===== src/rtl/pc_pkg.sv =====
`default_nettype none
// ============================================================================
//  Module   : pc_pkg
//  Brief    : Shared types and constants for the fetch sequencer.
//  Revision : 1.0  initial release
// ============================================================================
package pc_pkg;

  typedef enum logic [1:0] {
    IDLE     = 2'd0,
    FETCH    = 2'd1,
    REDIRECT = 2'd2,
    HALTED   = 2'd3
  } pc_state_t;

  localparam logic [31:0] PC_RESET_VEC = 32'h0000_09F0;
  localparam logic [31:0] PC_STEP      = 32'd4;
  localparam logic [31:0] BR_BIAS      = 32'd4;

  function automatic logic is_misaligned(input logic [31:0] addr);
    return |addr[1:0];
  endfunction

endpackage
`default_nettype wire


===== src/rtl/pc_next_calc.sv =====
`default_nettype none
// ============================================================================
//  Module   : pc_next_calc
//  Brief    : Combinational next-PC selection, adders and alignment check.
//             Macro PC_MISALIGN_TRAP_EN turns misaligned targets into a trap.
//  Revision : 1.0  initial release
// ============================================================================
module pc_next_calc
  import pc_pkg::*;
#(
  parameter logic [31:0] RESET_VEC = PC_RESET_VEC
) (
  input  logic [31:0] pc,
  input  logic        jmp,
  input  logic [31:0] jmp_target,
  input  logic        br_taken,
  input  logic [31:0] br_offset,
  output logic        redirect,
  output logic [31:0] redirect_pc,
  output logic [31:0] seq_pc,
  output logic        trap
);

  logic [31:0] w_raw_target;

  // Jump wins over a taken branch in the same cycle.
  assign w_raw_target = jmp ? (jmp_target + RESET_VEC)
                            : (pc + br_offset - BR_BIAS);
  assign redirect     = jmp | br_taken;
  assign seq_pc       = pc + PC_STEP;

`ifdef PC_MISALIGN_TRAP_EN
  assign redirect_pc  = w_raw_target;
  assign trap         = is_misaligned(w_raw_target);
`else
  assign redirect_pc  = w_raw_target & ~32'd3;
  assign trap         = 1'b0;
`endif

endmodule
`default_nettype wire


===== src/rtl/pc_fetch_seq.sv =====
`default_nettype none
// ============================================================================
//  Module   : pc_fetch_seq
//  Brief    : PC owner and instruction-fetch handshake sequencer with one-cycle
//             flush after redirects. Optional macro: PC_MISALIGN_TRAP_EN.
//  Revision : 1.0  initial release
// ============================================================================
module pc_fetch_seq
  import pc_pkg::*;
#(
  parameter logic [31:0] RESET_VEC = PC_RESET_VEC,
  parameter int          CNT_W     = 16
) (
  input  logic             Clk,
  input  logic             Reset,
  input  logic             stall_i,
  input  logic             jmp_i,
  input  logic [31:0]      jmp_target_i,
  input  logic             br_i,
  input  logic             zero_i,
  input  logic [31:0]      br_offset_i,
  input  logic             halt_i,
  input  logic             imem_ack_i,
  output logic             imem_req_o,
  output logic [31:0]      imem_addr_o,
  output logic [31:0]      pc_o,
  output logic             fetch_valid_o,
  output logic             flush_o,
  output logic             halted_o,
  output logic             err_o,
  output logic [CNT_W-1:0] redirect_cnt_o
);

  pc_state_t        r_state, w_state_nxt;
  logic [31:0]      r_pc, w_pc_nxt;
  logic [CNT_W-1:0] r_cnt;
  logic             w_cnt_inc;
  logic             w_redirect, w_trap;
  logic [31:0]      w_redirect_pc, w_seq_pc;

  pc_next_calc #(.RESET_VEC(RESET_VEC)) u_next (
    .pc          (r_pc),
    .jmp         (jmp_i),
    .jmp_target  (jmp_target_i),
    .br_taken    (br_i & ~zero_i),
    .br_offset   (br_offset_i),
    .redirect    (w_redirect),
    .redirect_pc (w_redirect_pc),
    .seq_pc      (w_seq_pc),
    .trap        (w_trap)
  );

  always_ff @(posedge Clk or posedge Reset) begin
    if (Reset) begin
      r_state <= IDLE;
      r_pc    <= RESET_VEC;
      r_cnt   <= '0;
    end else begin
      r_state <= w_state_nxt;
      r_pc    <= w_pc_nxt;
      if (w_cnt_inc && !(&r_cnt))
        r_cnt <= r_cnt + CNT_W'(1);
    end
  end

  always_comb begin
    w_state_nxt   = r_state;
    w_pc_nxt      = r_pc;
    w_cnt_inc     = 1'b0;
    imem_req_o    = 1'b0;
    flush_o       = 1'b0;
    halted_o      = 1'b0;
    fetch_valid_o = 1'b0;
    case (r_state)
      IDLE: w_state_nxt = FETCH;
      FETCH: begin
        imem_req_o = 1'b1;
        if (halt_i) begin
          w_state_nxt = HALTED;
        end else if (w_redirect) begin
          // Any ack arriving with a redirect is wrong-path and dropped.
          if (w_trap) begin
            w_state_nxt = HALTED;
          end else begin
            w_pc_nxt    = w_redirect_pc;
            w_state_nxt = REDIRECT;
            w_cnt_inc   = 1'b1;
          end
        end else if (imem_ack_i && !stall_i) begin
          w_pc_nxt      = w_seq_pc;
          fetch_valid_o = 1'b1;
        end
      end
      REDIRECT: begin
        flush_o     = 1'b1;
        w_state_nxt = FETCH;
      end
      HALTED: halted_o = 1'b1;
      default: w_state_nxt = IDLE;
    endcase
  end

`ifdef PC_MISALIGN_TRAP_EN
  logic r_err;

  always_ff @(posedge Clk or posedge Reset) begin
    if (Reset)
      r_err <= 1'b0;
    else if (r_state == FETCH && !halt_i && w_redirect && w_trap)
      r_err <= 1'b1;
  end

  assign err_o = r_err;
`else
  assign err_o = 1'b0;
`endif

  assign pc_o           = r_pc;
  assign imem_addr_o    = r_pc;
  assign redirect_cnt_o = r_cnt;

endmodule
`default_nettype wire


===== config.mk =====
export PLATFORM = sky130hd
export DESIGN_NAME = pc_fetch_seq
export DESIGN_NICKNAME = d
export VERILOG_FILES = /design/src/rtl/pc_pkg.sv /design/src/rtl/pc_next_calc.sv /design/src/rtl/pc_fetch_seq.sv
export SDC_FILE = /design/constraint.sdc
export NUM_CORES = 1
export LEC_CHECK = 0
export ABC_AREA = 1
export BUFFER_PORTS_ARGS = -buffer_cell sky130_fd_sc_hd__buf_4
export CAP_MARGIN = 10
export CORE_ASPECT_RATIO = 0.6
export CORE_MARGIN = 4
export CORE_UTILIZATION = 40
export DETAILED_ROUTE_END_ITERATION = 16
export GPL_ROUTABILITY_DRIVEN = 1
export HOLD_SLACK_MARGIN = 0.1
export RECOVER_POWER = 25
export SYNTH_ARGS = -nofsm -noshare
export SYNTH_HDL_FRONTEND = slang
export SYNTH_SLANG_ARGS = --single-unit

===== constraint.sdc =====
create_clock -name Clk -period 2.7 [get_ports Clk]
set_clock_uncertainty 0.2 [all_clocks]
set_input_delay 0.405 -clock Clk [delete_from_list [all_inputs] [get_ports Clk]]
set_output_delay 0.405 -clock Clk [all_outputs]
set_load 0.03 [all_outputs]

==> impl_metrics.toml, run 1 <==
[status]
status = "completed"

[setup_path]
end_kind = "flop"
slowest_stage = "dfstp_2"
arrival_ns = 2.65
worstSetupPathType = "reg2reg"
max_stage_delay_ns = 0.53
r2r-start = "imem_addr_o[8]$_DFFE_PP1P_"
cp_cell_sequence = "inv_1 -> ha_1 -> inv_2 -> ha_4 -> nand2_4 -> inv_1 -> nand2_1 -> nand2_2 -> nand2_1 -> nand3b_1 -> buf_4 -> nand2_1 -> nand2_1 -> nor2_1 -> o21ai_0 -> buf_4 -> a21oi_1"
reg2reg_slack_ns = 0.07
cp_max_fo = 4
rr_endpoint = "imem_addr_o[14]$_DFFE_PP0P_"
crit_required_ns = 2.73
critPathLaunchType = "flop"
rr_worst_depth = 17
cp-startpoint = "imem_addr_o[8]$_DFFE_PP1P_"
crit_top_cell = "nand2_1"

[worst_hold_path]
min_from = "jmp_i"
min_to = "imem_addr_o[5]$_DFFE_PP1P_"
worstHoldPathCells = 4
min_path_type = "in2reg"

[floorplan]
core_area_sq_um = 18100
num_io_pins = 157
die_y_um = 113
die-width_um = 183
die_area_sq_um = 20800
initial_core_util = 0.408
row_count = 38

[synth]
synthArstFlopShare = 1.00
synth-compound-area-share = 0.0982
ys_types = 55
synth-adder-area-share = 0.103
yosysSeqAreaShare = 0.164
synthFlopType = "dfrtp_1"
synth_top_family_by_area = "simple AND/OR/NAND/NOR gates"
yosys_warnings = 0
syn_area_sq_um = 7380
postSynthAreaPerCell_sq_um = 5.82
synth-edff-count = 0
synth_xor_area_frac = 0.0499
postSynthCellCount = 1267
synthMuxAreaShare = 0
yosys.area_share.simple = 0.398
ys_seq_elements = 48

[final_layout]
drive_gt1_frac = 0.303
area_delta_synth_final_pct = 35.6
fin_cells = 1709
nets = 1601
fillCellCount = 1891
antennaDiodeCount = 0

[sta]
slew_viol_final = 0
post-route-period-util = 0.973
setup_viol = 0
layout_setup_ws_ns = 0.0740
tightest_slew_ns = 1.28
fin_crit_ns = 2.63
max-slew-margin-rel = 0.144
whs_ns = 0.264
finalHoldViolCount = 0
rsz0062_at_grt = "true"
fmax_mhz = 381

[grt]
track_usage = 0.248
grt_pass1_wl_um = 40500
antenna_found_initial = 0
grt_pass1_vias = 7362
overflow = 0
grt_max_degree = 49

[placed_design]
pre_cts_slack_ns = -0.169
port_buffers = 147
gp_congestion = 1.01
dp_cells = 1696
dpl.hpwl_um = 22300

[cts]
clk_path_buf_depth = 2
cts.clk_slew.worst_paths_ns = 0.07
cts_sinks = 48
cts_tree = "done"
cts_inserted_buffers = 5
hold_buffers = 0
clk_latency_ns = 0.30
htreeDepth = 2
cts_root_buffer = "clkbuf_16"

[route]
first_iter_violations = 710
drt_wl_total_um = 27200
ant_nets = 0
wl_per_cell_um = 15.9
drc = 0
first_pass_iters = 5
vias = 8508
vias_per_cell = 4.98

[pwr]
power.density_nw_per_um2 = 242
leakage_nw = 5.53
irDropWorstVdd_mv = 0.193

[run]
drv_cap = 0
==> layout make-up <==
class,count,area (sq um),share of cell area
tap,240,300,0.0300
clock inverter,2,15.0,0.00150
sequential,48,1210,0.121
timing repair buffer,241,1820,0.182
clock buffer,6,139,0.0139
multi-input combinational,896,5480,0.548
inverter,276,1040,0.104
==> registers in the layout, indices dropped and copies added (netlist names) <==
signal          cells
imem_addr_o        30
r_state             2
redirect_cnt_o     16
==> Yosys cell counts (all sizes together), types with 6 or more instances <==
master / number / area, sq um
nand4: 22 / 165
clkbuf: 9 / 33.8
inv: 275 / 1030
nand2: 382 / 1460
xor2: 29 / 254
dfstp: 6 / 158
o21ai: 38 / 194
nor3: 26 / 181
nand3b: 12 / 90.1
xnor2: 13 / 114
ha: 61 / 763
buf: 43 / 307
dfrtp: 42 / 1050
nor2: 124 / 527
nand3: 81 / 428
a21oi: 72 / 379
==> critical path, delay by kind of cell, from the launching register on <==
family                     cells  cell delay (ns)
buffers and inverters          5             0.50
and+or+nand+nor                8             0.61
adders and majority gates      2             0.50
DFF                            1             0.53
AOI/OAI and AO/OA              2             0.22
==> per-stage QoR <==
| step | TNS [ns] | power, W | cell area [sq um] | utilization |
|---|---|---|---|---|
| 2_1_floorplan | 0 | 0.00125 | 7400 | - |
| 3_3_place_gp | -0.701 | 0.00159 | 9130 | 0.505 |
| 3_5_place_dp | -1.40 | 0.00159 | 9130 | 0.505 |
| 4_1_cts | 0 | 0.00228 | 9400 | 0.520 |
| 5_1_grt | -0.314 | 0.00257 | 10000 | 0.554 |
| 6_report | 0 | 0.00242 | 10000 | 0.554 |
==> routing by layer <==
metal	GRT usage	vias to the layer above	wire, um
met5	0	-	0
met4	0.0308	0	294
met3	0.0530	22	2650
met2	0.325	327	10600
met1	0.411	3869	13700
li1	-	4290	-
==> power by group <==
group,internal (W),switching [W]
Combinational,0.000415,0.000616
Clock,0.000369,0.000301
Sequential,0.000719,0
Total,0.00150,0.000917
==> how the worst max path moves through the flow <==
stage | end | slack, ns | depth (start not counted)
2_1_floorplan | imem_addr_o[16]$_DFFE_PP0P_ | 0.08 | 15
3_3_place_gp | imem_addr_o[13]$_DFFE_PP0P_ | -0.1 | 13
3_5_place_dp | imem_addr_o[13]$_DFFE_PP0P_ | -0.17 | 13
4_1_cts | imem_addr_o[27]$_DFFE_PP0P_ | 0.008 | 17
5_1_grt | imem_addr_o[15]$_DFFE_PP0P_ | -0.06 | 16
6_report | imem_addr_o[14]$_DFFE_PP0P_ | 0.07 | 17
==> placed cells by master, fill, tap and decap left out, types with 3 or more instances in the layout <==
master       n
nand3b_1    12
ha_1        38
dfstp_2      6
a31oi_1      3
nand2_2     44
nor2_4      10
xnor2_1     13
nand2_4     12
xor2_1      29
nor2_2      13
nand3_2     13
ha_4        19
nand3_1     65
buf_4      236
nand3_4      3
nand4_1     19
inv_2       25
o21ai_0     26
inv_1      249
o21ai_1      7
a21oi_1     52
o21ai_2      5
nor3_1      15
conb_1       6
clkbuf_16    5
dfrtp_1     42
nand2_1    326
nor2_1     100
a21oi_2     18
ha_2         4
buf_6        3
nor3_2      10
==> cells by family after synthesis <==
group	after synthesis
and+or+nand+nor	657
buffers and inverters	328
AOI/OAI and AO/OA	130
adders and majority gates	61
DFF	48
xor gates and xnor gates	42
other	1
==> what timing repair did <==
item                                   in CTS  in global routing
cloned                                      0                  0
buffers inserted                            0                  5
pin swaps                                   4                 51
endpoints found under the hold margin       0                  0
setup endpoints to repair                  21                 22
gates resized for setup                    22                154
Note: power is estimated with default switching activity, not from simulation.
==> run 2, diff against run 1 <==
--- a/config.mk
+++ b/config.mk
@@ -13,6 +13,7 @@
 export CORE_UTILIZATION = 40
 export DETAILED_ROUTE_END_ITERATION = 16
 export GPL_ROUTABILITY_DRIVEN = 1
+export GPL_TIMING_DRIVEN = 0
 export HOLD_SLACK_MARGIN = 0.1
 export RECOVER_POWER = 25
 export SYNTH_ARGS = -nofsm -noshare
==> run 2 against run 1 <==
Net effect: the flow now finishes with violations (negative setup slack); non-clock buffer count down 2; via count is 1.2% higher; worst hold slack better by 0.027 ns; critical endpoint is now imem_addr_o[29]$_DFFE_PP0P_; setup slack got worse by 0.17 ns; sequential share of layout area rose by 0.48 points; core utilization is 1.2 points lower; count of clock-buffer cells in the layout unchanged; clock power barely moved; final cell count is 0.12% lower; routed wire length up 6.4%.
==> impl_metrics.toml, run 2 (synthesis results as in run 1) <==
[pwr]
seqPwrFrac = 0.306
comb_power_share = 0.408
switching_share = 0.389
irDropWorstVdd_mv = 0.227
p_sw_w = 0.000913
finalPower_w = 0.00235
power.density_nw_per_um2 = 240
intPower_w = 0.00144
leakage_nw = 5.40
pwr-share-clk = 0.286

[sta]
final.setup.tns_ns = -0.628
fin_crit_ns = 2.79
finalHoldViolCount = 0
rsz0062_at_grt = "true"
setup_viol = 12
tightest_slew_ns = 0.839
layout_setup_ws_ns = -0.0928
slew_viol_final = 0
max-slew-margin-rel = 0.440
whs_ns = 0.291
post-route-period-util = 1.03
fmax_mhz = 358

[final_layout]
largest_reg_flops = 30
final_cell_mix = "334 x nand2_1, 256 x inv_1, 208 x buf_4"
postLayoutCellArea_sq_um = 9780
nets = 1599
layout_commonest_cell = "nand2_1"
drive_gt1_frac = 0.280
fin_cells = 1707
antennaDiodeCount = 0
area_delta_synth_final_pct = 32.6

[status]
violations = "negative setup slack"
status = "finished, violations left"

[worst_hold_path]
min_to = "imem_addr_o[4]$_DFFE_PP1P_"
min_path_type = "in2reg"
worstHoldPathCells = 4
min_from = "jmp_target_i[4]"

[run]
drv_cap = 0

[placed_design]
gp_congestion = 1.01
place_area_sq_um = 8820
dpl.hpwl_um = 23900
dp_cells = 1660
port_buffers = 147

[setup_path]
crit_required_ns = 2.72
worstSetupPathType = "reg2reg"
cp_max_fo = 5
arrival_ns = 2.81
critPathLaunchType = "flop"
end_kind = "flop"
rr_worst_depth = 15
r2r-start = "imem_addr_o[5]$_DFFE_PP1P_"
reg2reg_slack_ns = -0.09
rr_endpoint = "imem_addr_o[29]$_DFFE_PP0P_"

[cts]
clk_path_buf_depth = 2
htreeDepth = 2
cts.clk_slew.worst_paths_ns = 0.07
clk_latency_ns = 0.30
cts_sinks = 48
cts_tree = "done"
cts_root_buffer = "clkbuf_16"
cts_inserted_buffers = 5

[route]
drt_wl_total_um = 29000
ant_nets = 0
first_iter_violations = 931
drc = 0
vias = 8610
wl_per_cell_um = 17.0
vias_per_cell = 5.04
first_pass_iters = 5

[floorplan]
die-width_um = 183
initial_core_util = 0.408
row_count = 38
die_y_um = 113
num_io_pins = 157
die_area_sq_um = 20800
core_area_sq_um = 18100

[grt]
antenna_found_initial = 0
overflow = 0
grt_pass1_wl_um = 43100
track_usage = 0.267
grt_max_degree = 30
grt_pass1_vias = 7487
## run 2: worst max-delay path by stage
| stage | start | endpoint |
|---|---|---|
| after floorplan | imem_addr_o[5]$_DFFE_PP1P_ | imem_addr_o[16]$_DFFE_PP0P_ |
| after global placement | imem_addr_o[5]$_DFFE_PP1P_ | imem_addr_o[14]$_DFFE_PP0P_ |
| after detailed placement | imem_addr_o[5]$_DFFE_PP1P_ | imem_addr_o[14]$_DFFE_PP0P_ |
| after CTS | imem_addr_o[5]$_DFFE_PP1P_ | imem_addr_o[20]$_DFFE_PP0P_ |
| after global routing | imem_addr_o[5]$_DFFE_PP1P_ | imem_addr_o[27]$_DFFE_PP0P_ |
| final | imem_addr_o[5]$_DFFE_PP1P_ | imem_addr_o[29]$_DFFE_PP0P_ |
## run 2: area by class of cell
| class | count | area [sq um] |
|---|---|---|
| Buffer | 52 | 340 |
| Clock inverter | 2 | 15.0 |
| Fill cell | 1918 | 8280 |
| Inverter | 276 | 1040 |
| Clock buffer | 6 | 139 |
| Multi-Input combinational cell | 896 | 5350 |
| Timing Repair Buffer | 187 | 1370 |
| Sequential cell | 48 | 1230 |
| Tap cell | 240 | 300 |
## run 2: per-stage QoR
stage / setup WS [ns] / utilization
4_1_cts: -0.0325 / 0.523
5_1_grt: -0.224 / 0.541
3_5_place_dp: -0.511 / 0.488
2_1_floorplan: 0.0782 / -
6_report: -0.0928 / 0.541
3_3_place_gp: -0.505 / 0.487
## run 2: what timing repair did
action / in CTS / in global routing
endpoints found under the hold margin: 17 / 0
hold buffers: 1 / 0
gates resized for setup: 90 / 83
pin swaps: 27 / 42
buffers inserted: 23 / 15
endpoints found under the setup margin: 27 / 24
## run 2: routing by layer
| layer | wire length (um) | global-route usage | up-vias |
|---|---|---|---|
| met2 | 10700 | 0.340 | 423 |
| met5 | 0 | 0 | - |
| met4 | 218 | 0.0298 | 0 |
| met3 | 3480 | 0.0768 | 18 |
| met1 | 14500 | 0.440 | 3871 |
| li1 | - | - | 4298 |
## run 2: power groups by stage
| stage | registers [W] | clock network, W | logic, W |
|---|---|---|---|
| detailed placement | 0.000733 | 0 | 0.000803 |
| global route | 0.000718 | 0.000713 | 0.00106 |
| global placement | 0.000733 | 0 | 0.000797 |
| finish | 0.000719 | 0.000671 | 0.000959 |
| CTS | 0.000719 | 0.000673 | 0.000871 |
| floorplan | 0.000733 | 0 | 0.000515 |
## run 2: worst max-delay path: stages (launching register included)
cell and delay [ns]:
dfstp_2 0.58, clkinvlp_4 0.14, ha_4 0.28, inv_2 0.04
ha_4 0.33, nand2_4 0.07, buf_4 0.14, nor2_4 0.12
nand3_2 0.10, nand3_4 0.15, nand2_1 0.10, nand3_1 0.09
nand3_1 0.10, nand2_2 0.11, nand2_1 0.06, a21oi_1 0.13
==> run 3, diff against run 2 <==
--- a/config.mk
+++ b/config.mk
@@ -5,7 +5,7 @@
 export SDC_FILE = /design/constraint.sdc
 export NUM_CORES = 1
 export LEC_CHECK = 0
-export ABC_AREA = 1
+export ABC_AREA = 0
 export BUFFER_PORTS_ARGS = -buffer_cell sky130_fd_sc_hd__buf_4
 export CAP_MARGIN = 10
 export CORE_ASPECT_RATIO = 0.6
==> run 3 against run 2 <==
Net effect: the run still ends with negative setup slack left; register-to-register slack worse by 0.63 ns; power up 150%; clock power down 4.9%; non-clock buffer count up 11; core utilization up 5.2 points; routed wire length down 28%; global-route usage down 2.6 points; first-iteration DRC count down 26%; via count down 25%; sequential cell count unchanged.
==> impl_metrics.toml, run 3 <==
[cts]
htreeDepth = 2
cts.clk_slew.worst_paths_ns = 0.07
cts_inserted_buffers = 5
clk_path_buf_depth = 2
cts_tree = "done"
cts_root_buffer = "clkbuf_16"
clk_latency_ns = 0.30
cts_sinks = 48

[sta]
post-route-period-util = 1.27
finalHoldViolCount = 0
fin_crit_ns = 3.42
tightest_slew_ns = 0.967
rsz0062_at_grt = "true"
fmax_mhz = 292
layout_setup_ws_ns = -0.720
slew_viol_final = 0
max-slew-margin-rel = 0.355
final.setup.tns_ns = -11.86
setup_viol = 24

[final_layout]
antennaDiodeCount = 0
area_delta_synth_final_pct = 41.8
final_cell_mix = "223 x buf_4, 117 x inv_1, 69 x nand2_1"
layout_commonest_cell = "buf_4"
drive_gt1_frac = 0.347
largest_reg_flops = 30
nets = 1141

[synth]
syn_area_sq_um = 5840
synthFlopType = "dfrtp_1"
postSynthCellCount = 799
synth_commonest_cells = "126 x inv_1, 70 x nand2_1, 65 x a21oi_1"
yosysSeqAreaShare = 0.207
yosys_warnings = 0
postSynthAreaPerCell_sq_um = 7.31
yosysTopAreaCellShare = 0.180
ys_seq_elements = 48
synth_most_common_cell = "inv_1"
synth_top_area_cell = "dfrtp_1"
synthArstFlopShare = 1.00
synth-edff-count = 0
yosys-top-cells-area = "dfrtp_1 18%, ha_1 13%, inv_1 8.1%"
ys_types = 66

[setup_path]
cp_max_fo = 6
cp-startpoint = "imem_addr_o[8]$_DFFE_PP1P_"
crit_required_ns = 2.68
r2r-start = "imem_addr_o[8]$_DFFE_PP1P_"
cp_cell_sequence = "inv_1 -> ha_1 -> inv_1 -> ha_2 -> a21oi_2 -> o21ai_1 -> nor3b_1 -> or3_4 -> o211ai_4 -> buf_6 -> a21oi_4 -> a21oi_2 -> xnor2_2 -> a21o_1"
worstSetupPathType = "reg2reg"
max_stage_delay_ns = 0.53
arrival_ns = 3.40
slowest_stage = "dfstp_2"
end_kind = "flop"
critPathLaunchType = "flop"

[floorplan]
initial_core_util = 0.419
num_io_pins = 157
die-width_um = 164
core_area_sq_um = 14000
die_y_um = 102
row_count = 33
die_area_sq_um = 16700

[placed_design]
pre_cts_slack_ns = -1.03
port_buffers = 147
gp_congestion = 0.882
dpl.hpwl_um = 15900

[route]
first_pass_iters = 5
ant_nets = 0
vias = 6458
drt_wl_total_um = 21000
drc = 0
first_iter_violations = 691
wl_per_cell_um = 17.5
vias_per_cell = 5.38

[grt]
met2_usage = 0.326
use_met3 = 0.0586
grt_pass1_vias = 5825
busiest_layer = "met1"
antenna_found_initial = 0
track_usage = 0.241
grt_pass1_wl_um = 31600
grt_max_degree = 37
grt_use_met1 = 0.385
overflow = 0

[worst_hold_path]
min_from = "jmp_target_i[3]"
min_path_type = "in2reg"

[run]
drv_cap = 0

[status]
status = "finished, violations left"
violations = "negative setup slack"

[pwr]
leakage_nw = 3.91
power.density_nw_per_um2 = 699
irDropWorstVdd_mv = 0.320
[run 3: kinds of logic (layout without fill, tap and decap cells)]
family | count (synthesis) | after routing | synth area share
XOR/XNOR | 61 | 61 | 0.0914
AND/OR/NAND/NOR | 245 | 245 | 0.206
buffers and inverters | 180 | 385 | 0.138
adder cells (fa/ha/maj) | 61 | 61 | 0.131
multiplexers | 4 | 4 | 0.00685
flip-flops | 48 | 48 | 0.207
AO/OA/AOI/OAI | 199 | 199 | 0.220
other | 1 | 6 | 0.000642
[run 3: cell type report]
class                      instances  area (sq um)
buffer                            52           332
timing repair buffer             198          1520
tap                              192           240
inverter                         127           477
multi-input combinational        576          4350
clock inverter                     2          12.5
sequential                        48          1220
clock buffer                       6           129
fill                            1325          5670
[run 3: repair_timing]
item,4_1_cts,5_1_grt
setup buffers,30,20
hold endpoints to repair,12,0
gates resized for setup,57,45
endpoints found under the setup margin,36,31
hold buffers,1,0
pin swaps,33,18
[run 3: routing by layer]
layer	vias to the layer above	part of all wire
met4	0	0.0054
met2	319	0.40
met3	15	0.10
li1	3132	-
met5	-	0
met1	2992	0.49
[run 3: path summary, 6_finish.rpt]
kind | cells after the start | end | slack, ns
setup / recovery | 14 | imem_addr_o[29]$_DFFE_PP0P_ | -0.72
hold / removal | 3 | imem_addr_o[3]$_DFFE_PP0P_ | 0.19
setup reg to reg | 14 | imem_addr_o[29]$_DFFE_PP0P_ | -0.72
hold reg to reg | 1 | redirect_cnt_o[14]$_DFFE_PP0P_ | 0.31
max in group asynchronous | 4 | imem_addr_o[17]$_DFFE_PP0P_ | 0.42
min in group asynchronous | 3 | redirect_cnt_o[2]$_DFFE_PP0P_ | 0.49
[run 3: per-stage QoR]
step                      total power [W]   util  cell area (sq um)  instances  hold WS [ns]
final                             0.00579  0.594               8280       1201         0.189
after detailed placement          0.00421  0.524               7320       1144         0.189
after floorplan                   0.00325      -               5950        804         0.355
after global routing              0.00616  0.594               8280       1201         0.197
after CTS                         0.00533  0.568               7930       1182         0.192
after global placement            0.00419  0.523               7300       1143         0.292
[run 3: critical path, delay by kind of cell (launching register included)]
kind / cells / cell delay [ns]
flip-flops: 1 / 0.53
adder cells (fa/ha/maj): 2 / 0.61
AND/OR/NAND/NOR: 2 / 0.56
buffers and inverters: 3 / 0.23
AO/OA/AOI/OAI: 6 / 1.06
XOR/XNOR: 1 / 0.11
[run 3: where the power goes]
group          switching [W]  internal [W]  total, W  leakage [nW]
clock               0.000295      0.000343  0.000638        0.0669
combinational        0.00232       0.00184   0.00417          3.28
sequential          0.000149      0.000836  0.000985         0.570
total                0.00277       0.00302   0.00579          3.91
